==> src/rtl/bg_loader_pkg.sv <==
// Shared types and default geometry for the background loader DMA.
package bg_loader_pkg;

   typedef enum logic [1:0] {
      ST_IDLE  = 2'd0,
      ST_REQ   = 2'd1,
      ST_WRITE = 2'd2,
      ST_DONE  = 2'd3
   } state_t;

   localparam int unsigned DEF_IMG_W     = 640;
   localparam int unsigned DEF_IMG_H     = 480;
   localparam int unsigned DEF_DW        = 16;
   localparam int unsigned DEF_NUM_BG    = 4;
   localparam int unsigned DEF_BG_STRIDE = 153601;
   localparam int unsigned DEF_SRAM_AW   = 20;
   localparam int unsigned DEF_OCM_AW    = 19;

   localparam logic [15:0] TERM_THRESH = 16'hF000;

   // Index width that stays at least one bit for degenerate counts.
   function automatic int unsigned clog2_min1(input int unsigned n);
      return (n > 1) ? $clog2(n) : 1;
   endfunction

endpackage

==> src/rtl/bg_loader_dma_bg_addr_gen.sv <==
// Base latch, word counter and address generation for the background loader.
module bg_addr_gen
   import bg_loader_pkg::*;
#(
   parameter int unsigned WORDS     = 153600,
   parameter int unsigned NUM_BG    = DEF_NUM_BG,
   parameter int unsigned BG_STRIDE = DEF_BG_STRIDE,
   parameter int unsigned SRAM_AW   = DEF_SRAM_AW,
   parameter int unsigned OCM_AW    = DEF_OCM_AW,
   parameter int unsigned SW        = 2
) (
   input  logic               Clk,
   input  logic               Reset,
   input  logic               load,
   input  logic [SW-1:0]      sel,
   input  logic               inc,
   output logic [SRAM_AW-1:0] sram_addr_c,
   output logic [OCM_AW-1:0]  ocm_addr_c,
   output logic               last_c,
   output logic               bad_sel_c
);

   localparam int unsigned CW = clog2_min1(WORDS);
   localparam int unsigned PW = SRAM_AW + 32;

   logic [SRAM_AW-1:0] base;
   logic [CW-1:0]      count;
   logic [PW-1:0]      prod;

   // Base is truncated to the SRAM address width.
   assign prod = PW'(sel) * PW'(BG_STRIDE);

   always_ff @(posedge Clk) begin
      if (Reset) begin
         base  <= '0;
         count <= '0;
      end else if (load) begin
         base  <= prod[SRAM_AW-1:0];
         count <= '0;
      end else if (inc) begin
         count <= count + CW'(1);
      end
   end

   assign sram_addr_c = base + SRAM_AW'(count);
   assign ocm_addr_c  = OCM_AW'(count);
   assign last_c      = (count == CW'(WORDS - 1));
   assign bad_sel_c   = (32'(sel) >= NUM_BG);

endmodule

==> src/rtl/bg_loader_dma.sv <==
// Background copy engine: streams one selected image from SRAM to the OCM framebuffer.
// Optional BG_LOADER_TERM_EN: a fetched word above TERM_THRESH ends the transfer early.
module bg_loader_dma
   import bg_loader_pkg::*;
#(
   parameter int unsigned IMG_W     = DEF_IMG_W,
   parameter int unsigned IMG_H     = DEF_IMG_H,
   parameter int unsigned DW        = DEF_DW,
   parameter int unsigned NUM_BG    = DEF_NUM_BG,
   parameter int unsigned BG_STRIDE = DEF_BG_STRIDE,
   parameter int unsigned SRAM_AW   = DEF_SRAM_AW,
   parameter int unsigned OCM_AW    = DEF_OCM_AW
) (
   input  logic                          Clk,
   input  logic                          Reset,
   input  logic                          start,
   input  logic                          abort,
   input  logic [clog2_min1(NUM_BG)-1:0] bg_sel,
   output logic                          busy,
   output logic                          done,
   output logic                          err,
   output logic                          sram_rd,
   output logic [SRAM_AW-1:0]            sram_addr,
   input  logic                          sram_ack,
   input  logic [DW-1:0]                 sram_data,
   output logic                          ocm_we,
   input  logic                          ocm_ready,
   output logic [OCM_AW-1:0]             ocm_addr,
   output logic [DW-1:0]                 ocm_data
);

   localparam int unsigned WORDS = IMG_W * IMG_H / (DW / 8);
   localparam int unsigned SW    = clog2_min1(NUM_BG);

   state_t state, state_nxt;
   logic   err_q;
   logic   load_c, inc_c, last_c, bad_sel_c, term_hit_c;

   bg_addr_gen #(
      .WORDS     (WORDS),
      .NUM_BG    (NUM_BG),
      .BG_STRIDE (BG_STRIDE),
      .SRAM_AW   (SRAM_AW),
      .OCM_AW    (OCM_AW),
      .SW        (SW)
   ) u_addr (
      .Clk         (Clk),
      .Reset       (Reset),
      .load        (load_c),
      .sel         (bg_sel),
      .inc         (inc_c),
      .sram_addr_c (sram_addr),
      .ocm_addr_c  (ocm_addr),
      .last_c      (last_c),
      .bad_sel_c   (bad_sel_c)
   );

`ifdef BG_LOADER_TERM_EN
   assign term_hit_c = (16'(sram_data) > TERM_THRESH);
`else
   assign term_hit_c = 1'b0;
`endif

   always_ff @(posedge Clk) begin
      if (Reset) state <= ST_IDLE;
      else       state <= state_nxt;
   end

   // Captured word and error flag; an aborted ack is not captured.
   always_ff @(posedge Clk) begin
      if (Reset) begin
         ocm_data <= '0;
         err_q    <= 1'b0;
      end else begin
         if (state == ST_IDLE && start)
            err_q <= bad_sel_c;
         if (state == ST_REQ && sram_ack && !abort)
            ocm_data <= sram_data;
      end
   end

   always_comb begin
      state_nxt = state;
      case (state)
         ST_IDLE:  if (start) state_nxt = bad_sel_c ? ST_DONE : ST_REQ;
         ST_REQ: begin
            if (abort)         state_nxt = ST_IDLE;
            else if (sram_ack) state_nxt = term_hit_c ? ST_DONE : ST_WRITE;
         end
         ST_WRITE: begin
            if (abort)          state_nxt = ST_IDLE;
            else if (ocm_ready) state_nxt = last_c ? ST_DONE : ST_REQ;
         end
         ST_DONE:  state_nxt = ST_IDLE;
         default:  state_nxt = ST_IDLE;
      endcase
   end

   always_comb begin
      busy    = (state != ST_IDLE);
      sram_rd = (state == ST_REQ);
      ocm_we  = (state == ST_WRITE);
      done    = (state == ST_DONE);
      err     = (state == ST_DONE) && err_q;
      load_c  = (state == ST_IDLE) && start;
      inc_c   = (state == ST_WRITE) && ocm_ready && !abort && !last_c;
   end

endmodule
==> config.mk <==
export PLATFORM = sky130hd
export DESIGN_NAME = bg_loader_dma
export DESIGN_NICKNAME = d
export VERILOG_FILES = /design/src/rtl/bg_loader_pkg.sv /design/src/rtl/bg_loader_dma_bg_addr_gen.sv /design/src/rtl/bg_loader_dma.sv
export SDC_FILE = /design/constraint.sdc
export NUM_CORES = 1
export LEC_CHECK = 0
export CAP_MARGIN = 20
export CELL_PAD_IN_SITES_DETAIL_PLACEMENT = 0
export CELL_PAD_IN_SITES_GLOBAL_PLACEMENT = 1
export CORE_AREA = 2 2 87 97
export DETAILED_ROUTE_END_ITERATION = 10
export DIE_AREA = 0 0 89 99
export GPL_TIMING_DRIVEN = 0
export PLACE_DENSITY_LB_ADDON = 0.05
export SETUP_SLACK_MARGIN = 0.4
export SLEW_MARGIN = 5
export SYNTH_ARGS = -nofsm -noshare
export SYNTH_HDL_FRONTEND = slang
export SYNTH_SLANG_ARGS = --single-unit
==> constraint.sdc <==
create_clock -name Clk -period 2.6 [get_ports Clk]
set_input_delay 0.39 -clock Clk [delete_from_list [all_inputs] [get_ports Clk]]
set_output_delay 0.39 -clock Clk [all_outputs]
set_load 0.02 [all_outputs]
* Word-level counts from Yosys, hierarchy flattened
Index checks and enable logic that the tools add are counted.
** Operators by class
- Divide/modulo/power cells :: 0
- Shift-type cells :: 0
- Add/subtract/negate cells :: 2
- Order comparisons :: 0
- Muxes and demuxes :: 7
- Multiply operators :: 1
- Equality and inequality tests :: 7
- Reductions and logical operators :: 12
- Bitwise operators :: 0
** Operators by type and width (count)
- $add A20 B18 Y20 :: 1
- $mul A2 B18 Y20 const B :: 1
- $add A18 B1 Y18 const B :: 1
- $eq A18 B18 Y1 const B :: 1
- $mux W2 :: 6
- $pmux W2 S4 :: 1
- $logic_and A1 B1 Y1 :: 6
- $ne A3 B2 Y1 const B :: 2
- $eq A2 B2 Y1 const B :: 2
- $reduce_and A3 Y1 :: 1
- $eq A2 B1 Y1 const B :: 1
- $logic_not A1 Y1 :: 2
- $logic_not A2 Y1 :: 1
- $ne A2 B2 Y1 const B :: 1
- $reduce_bool A2 Y1 :: 1
- $reduce_or A2 Y1 :: 1
** Storage, ports and cells
- Bits in registers :: 56
- Memories kept :: 0
- RAM bits :: 0
- Bits in read-only memories :: 0
- Word-level logic and storage cells :: 33
- Latch bits :: 0
- Output and inout port bits :: 60
- Input port bits :: 24

* Longest topological paths before layout
- Depth after elaboration :: 5
- Mapped depth :: 8
- Mapped depth without buffers :: 7

* Hierarchy
A second synthesis with hierarchy kept.
** Unflattened totals
- Cell total of the unflattened synthesis :: 299
- Area, all modules :: 2498.6 um^2
** Modules (own cells, without submodules)
- bg_addr_gen :: area each 1680.4 um^2, cells each 205, times used 1, seq. area each 480.5 um^2
- bg_loader_dma :: area each 818.3 um^2, cells each 94, times used 1, seq. area each 380.4 um^2

* Least setup slack after synthesis
Ideal clock, no wire load.
- Path kind :: flip-flop to output port
- Start point :: register u_addr.count[0]
- End point :: output port sram_addr[16]
- Stages on the path, launching flop included :: 8
- Slack :: -0.059 ns
- Path buffers :: 0
- Arrival :: 2.269 ns
- Required time :: 2.210 ns
- Cell sequence :: dfxtp_1 -> ha_1 -> inv_1 -> fa_1 -> nor3_2 -> a41oi_1 -> a21oi_1 -> xor2_1
** Between the ends
- Word-level cells in the longest chain between the ends :: 1
** RTL lines
- from (decl) :: line bg_loader_dma_bg_addr_gen.sv:27 : logic [CW-1:0] count;
- from (signal assigned) :: line bg_loader_dma_bg_addr_gen.sv:41 : count <= count + CW'(1);
- $add A20 B18 Y20 :: line bg_loader_dma_bg_addr_gen.sv:45 : assign sram_addr_c = base + SRAM_AW'(count);
- to (decl) :: line bg_loader_dma.sv:23 : output logic [SRAM_AW-1:0] sram_addr,
No other way between the ends.

* Worst setup path in the final report
- Start point :: register u_addr.count[0]
- End point :: output port sram_addr[18]
The elaborated chain is that of the path after synthesis.

==> metrics.yaml <==
synth:
  yosys_register_bits: 42
  synth_async_sr_flop_share_pct: 0
  synth_top_area_cell: "sky130_fd_sc_hd__dfxtp_1"
  ys_top_cells_by_count: "47 x sky130_fd_sc_hd__nand2_1, 42 x sky130_fd_sc_hd__dfxtp_1, 28 x sky130_fd_sc_hd__nor2_1"
  post-synth-top-count-cell: "sky130_fd_sc_hd__nand2_1"
  yosysTopAreaCellShare_pct: 33.6
  yosysUniqueCellTypes: 53
  postSynthAreaPerCell_sq_um: 8.31
  synth.yosys.seq_area_share_pct: 33.6
  yosys_warnings: 0
  synth_edf_count: 0
  postSynth.topFlopCell: "sky130_fd_sc_hd__dfxtp_1"
  syn-instance-count: 301
  ys_top_cells_by_area: "sky130_fd_sc_hd__dfxtp_1 34%, sky130_fd_sc_hd__nand2_1 7.1%, sky130_fd_sc_hd__ha_1 6.5%"
  netlist_area_sq_um: 2500
sta:
  fin_ws_ns: -0.0259
  timing.final.crit_share_pct: 101
  hold_violations: 0
  setup_tns_ns: -0.0343
  finalMaxSlewViolations: 0
  timing.fmax_mhz: 381
  rsz0062_at_grt: "true"
  max_slew.worst_pin.slew_ns: 0.567
  fin_worst_hold_slack_ns: 0.458
  setup_viol: 2
  worst_setup_skew_after_layout_ns: 0.0111
  worst_slew_margin_rel_pct: 62.2
  finalCriticalPeriod_ns: 2.63
detailed_routing:
  final_antenna_net_count: 0
  detail_route.first_pass.iterations: 4
  dr_total_vias: 2460
  drt_first_iter_violations: 109
  drcViolationCount: 0
  routed_via_density: 4.78
  wl_per_cell_um: 14.3
  wirelength_mm: 7.36
setup_path:
  reg2reg_from: "u_addr.count[0]$_SDFFE_PP0P_"
  cp_max_fo: 3
  start_kind: "flip-flop"
  worstPathBufferInverterCount: 2
  arrival_ns: 2.24
  worst_setup_path_category: "reg2out"
  crit_slowest_cell: "sky130_fd_sc_hd__fa_2"
  critical_path.top_delay_family: "adder cells"
  cpPeakStageDelay_ns: 0.42
  crit_path_end_kind: "output pin"
  cp.required_ns: 2.21
  timing.critical_path.from: "u_addr.count[0]$_SDFFE_PP0P_"
  crit_chain: "ha_4 > inv_2 > fa_2 > nor3_4 > a41oi_2 > a31oi_2 > xnor2_2 > buf_4"
final_layout:
  finalInstanceArea_sq_um: 3900
  multiInputGateArea_sq_um: 1760
  insertedDiodeCount: 0
  layout-drive-gt1-share_pct: 26.3
  layout-area-overhead-vs-synth_pct: 56.0
  design.final.nets: 444
  seq_area_sq_um: 865
  filler_cell_count: 821
global_route:
  grt_antenna_before_repair: 0
  globalRoute.totalOverflow: 0
  grt_usage_pct: 16.8
  pin_count_of_the_biggest_net_entering_global_routing: 13
  vias_in_the_first_global_route: 2295
  grt_pass1_wl_mm: 11.6
floorplanning:
  die_y_um: 99
  initial_core_utilization_pct: 32.0
  core_area_sq_um: 7830
  floorplan.die_area_sq_um: 8810
  chipWidth_um: 89
  floorplan.io_pins: 84
  placement_rows: 34
clock_network:
  clk_pin_slew_ns: 0.09
  clock_tree.buffer_depth: 2
  worst_skew_pair.late_latency_ns: 0.30
  htreeDepth: 2
  cts_hold_buf: 0
  clock_tree_from_tritoncts: "yes"
  tritoncts.num_buffers: 5
  clk_sink_count: 42
  cts_root_buffer: "sky130_fd_sc_hd__clkbuf_8"
power:
  p_per_area_nw_per_um2: 354
  total_leakage_power_nw: 1.62
  vdd_drop_max_mv: 0.234
min_path:
  worstHoldPathType: "reg2reg"
  hp-start: "ocm_data[15]$_SDFFE_PP0P_"
placed_design:
  dp.final_hpwl_mm: 5.19
  final_weighted_congestion_in_routability_driven_placement: 0.840
  dpl_cell_area_sq_um: 3550
  port_buffers: 80
job:
  timing.max_cap.violations: 0
status:
  run_status: "finished, violations left"
  failed_checks: "setup timing"
path summary, 6_finish.rpt:
check	end	slack, ns	cells past startpoint
worst max-delay path	sram_addr[18]	-0.03	8
worst max register to register	u_addr.count[9]$_SDFFE_PP0P_	0.59	9
worst min-delay path	ocm_data[15]$_SDFFE_PP0P_	0.46	2
worst min register to register	ocm_data[15]$_SDFFE_PP0P_	0.46	2
placed cells by master (no fill, tap or decap), types with 3 or more instances in the layout:
cell,Yosys,layout
sky130_fd_sc_hd__nor2_1,28,26
sky130_fd_sc_hd__buf_2,7,6
sky130_fd_sc_hd__nand2_1,47,46
sky130_fd_sc_hd__dfxtp_2,0,10
sky130_fd_sc_hd__o211ai_1,6,6
sky130_fd_sc_hd__mux2i_1,7,7
sky130_fd_sc_hd__xor2_1,18,17
sky130_fd_sc_hd__nor2_2,1,3
sky130_fd_sc_hd__inv_1,8,7
sky130_fd_sc_hd__nand4_1,4,4
sky130_fd_sc_hd__buf_6,2,8
sky130_fd_sc_hd__or4_1,6,6
sky130_fd_sc_hd__clkdlybuf4s50_1,0,61
sky130_fd_sc_hd__ha_4,0,4
sky130_fd_sc_hd__ha_1,13,9
sky130_fd_sc_hd__dfxtp_1,42,29
sky130_fd_sc_hd__clkbuf_1,6,8
sky130_fd_sc_hd__dfxtp_4,0,3
sky130_fd_sc_hd__nor3_1,8,6
sky130_fd_sc_hd__o21ai_0,3,3
sky130_fd_sc_hd__a21oi_1,25,22
sky130_fd_sc_hd__clkbuf_8,0,5
sky130_fd_sc_hd__and2_1,6,6
sky130_fd_sc_hd__nand3_2,3,4
sky130_fd_sc_hd__nor2b_1,4,3
sky130_fd_sc_hd__nand3_1,6,5
sky130_fd_sc_hd__xnor2_1,9,5
sky130_fd_sc_hd__xnor2_2,0,4
sky130_fd_sc_hd__buf_4,2,31
final cells by class:
cell class,instances,area share (%)
Multi-Input combinational cell,234,45.2
Buffer,18,2.89
Inverter,8,0.770
Timing Repair Buffer,97,22.8
Tap cell,108,3.46
Sequential cell,42,22.2
Clock inverter,1,0.770
Clock buffer,7,1.96
power by group:
part           switching [W]  leakage (nW)  internal, W  total, W
Clock               0.000237        0.0524     0.000288  0.000525
Sequential         0.0000108         0.347     0.000653  0.000663
Combinational      0.0000972          1.22    0.0000968  0.000194
routing by layer:
layer	up-vias	global-route usage [%]	wire, um
li1	1253	-	-
met1	1131	22.1	3320
met2	68	27.2	3550
met3	8	4.19	382
met4	0	5.17	106
met5	-	0	0
cell families after synthesis:
logic type / count (synthesis) / synth area share, %
simple gates: 133 / 28.0
buf+inv: 26 / 5.15
flops: 42 / 33.6
xor+xnor: 27 / 9.45
compound gates: 51 / 13.6
other cells: 1 / 0.150
fa+ha+maj: 14 / 7.30
mux: 7 / 2.80
timing repair:
item	CTS	global route
buffers inserted	11	6
resized for setup	104	33
pin swaps	14	11
endpoints found under the setup margin	19	16
sequential cells by signal, summed over array words and instances (netlist names):
signal,cells
u_addr.count,18
ocm_data,16
state,2
u_addr.base,6
per-stage QoR:
step,power (W),instances,setup slack (ns),util (%)
global route,0.00145,515,-0.134,49.8
CTS,0.00140,509,-0.0257,48.1
detailed placement,0.000866,490,-0.388,45.3
floorplan,0.000775,302,0.402,-
finish,0.00138,515,-0.0259,49.8
global placement,0.000866,490,-0.355,45.3
worst register-to-register path, cell delays in order, from the launching register on:
cell and delay [ns]:
sky130_fd_sc_hd__dfxtp_4 0.37, sky130_fd_sc_hd__buf_4 0.16, sky130_fd_sc_hd__ha_1 0.22, sky130_fd_sc_hd__nand3_2 0.12
sky130_fd_sc_hd__or2_1 0.12, sky130_fd_sc_hd__buf_6 0.13, sky130_fd_sc_hd__o2111ai_4 0.15, sky130_fd_sc_hd__buf_6 0.17
sky130_fd_sc_hd__or4_1 0.41, sky130_fd_sc_hd__nand2_1 0.08
(Power assumes the default switching activity.)
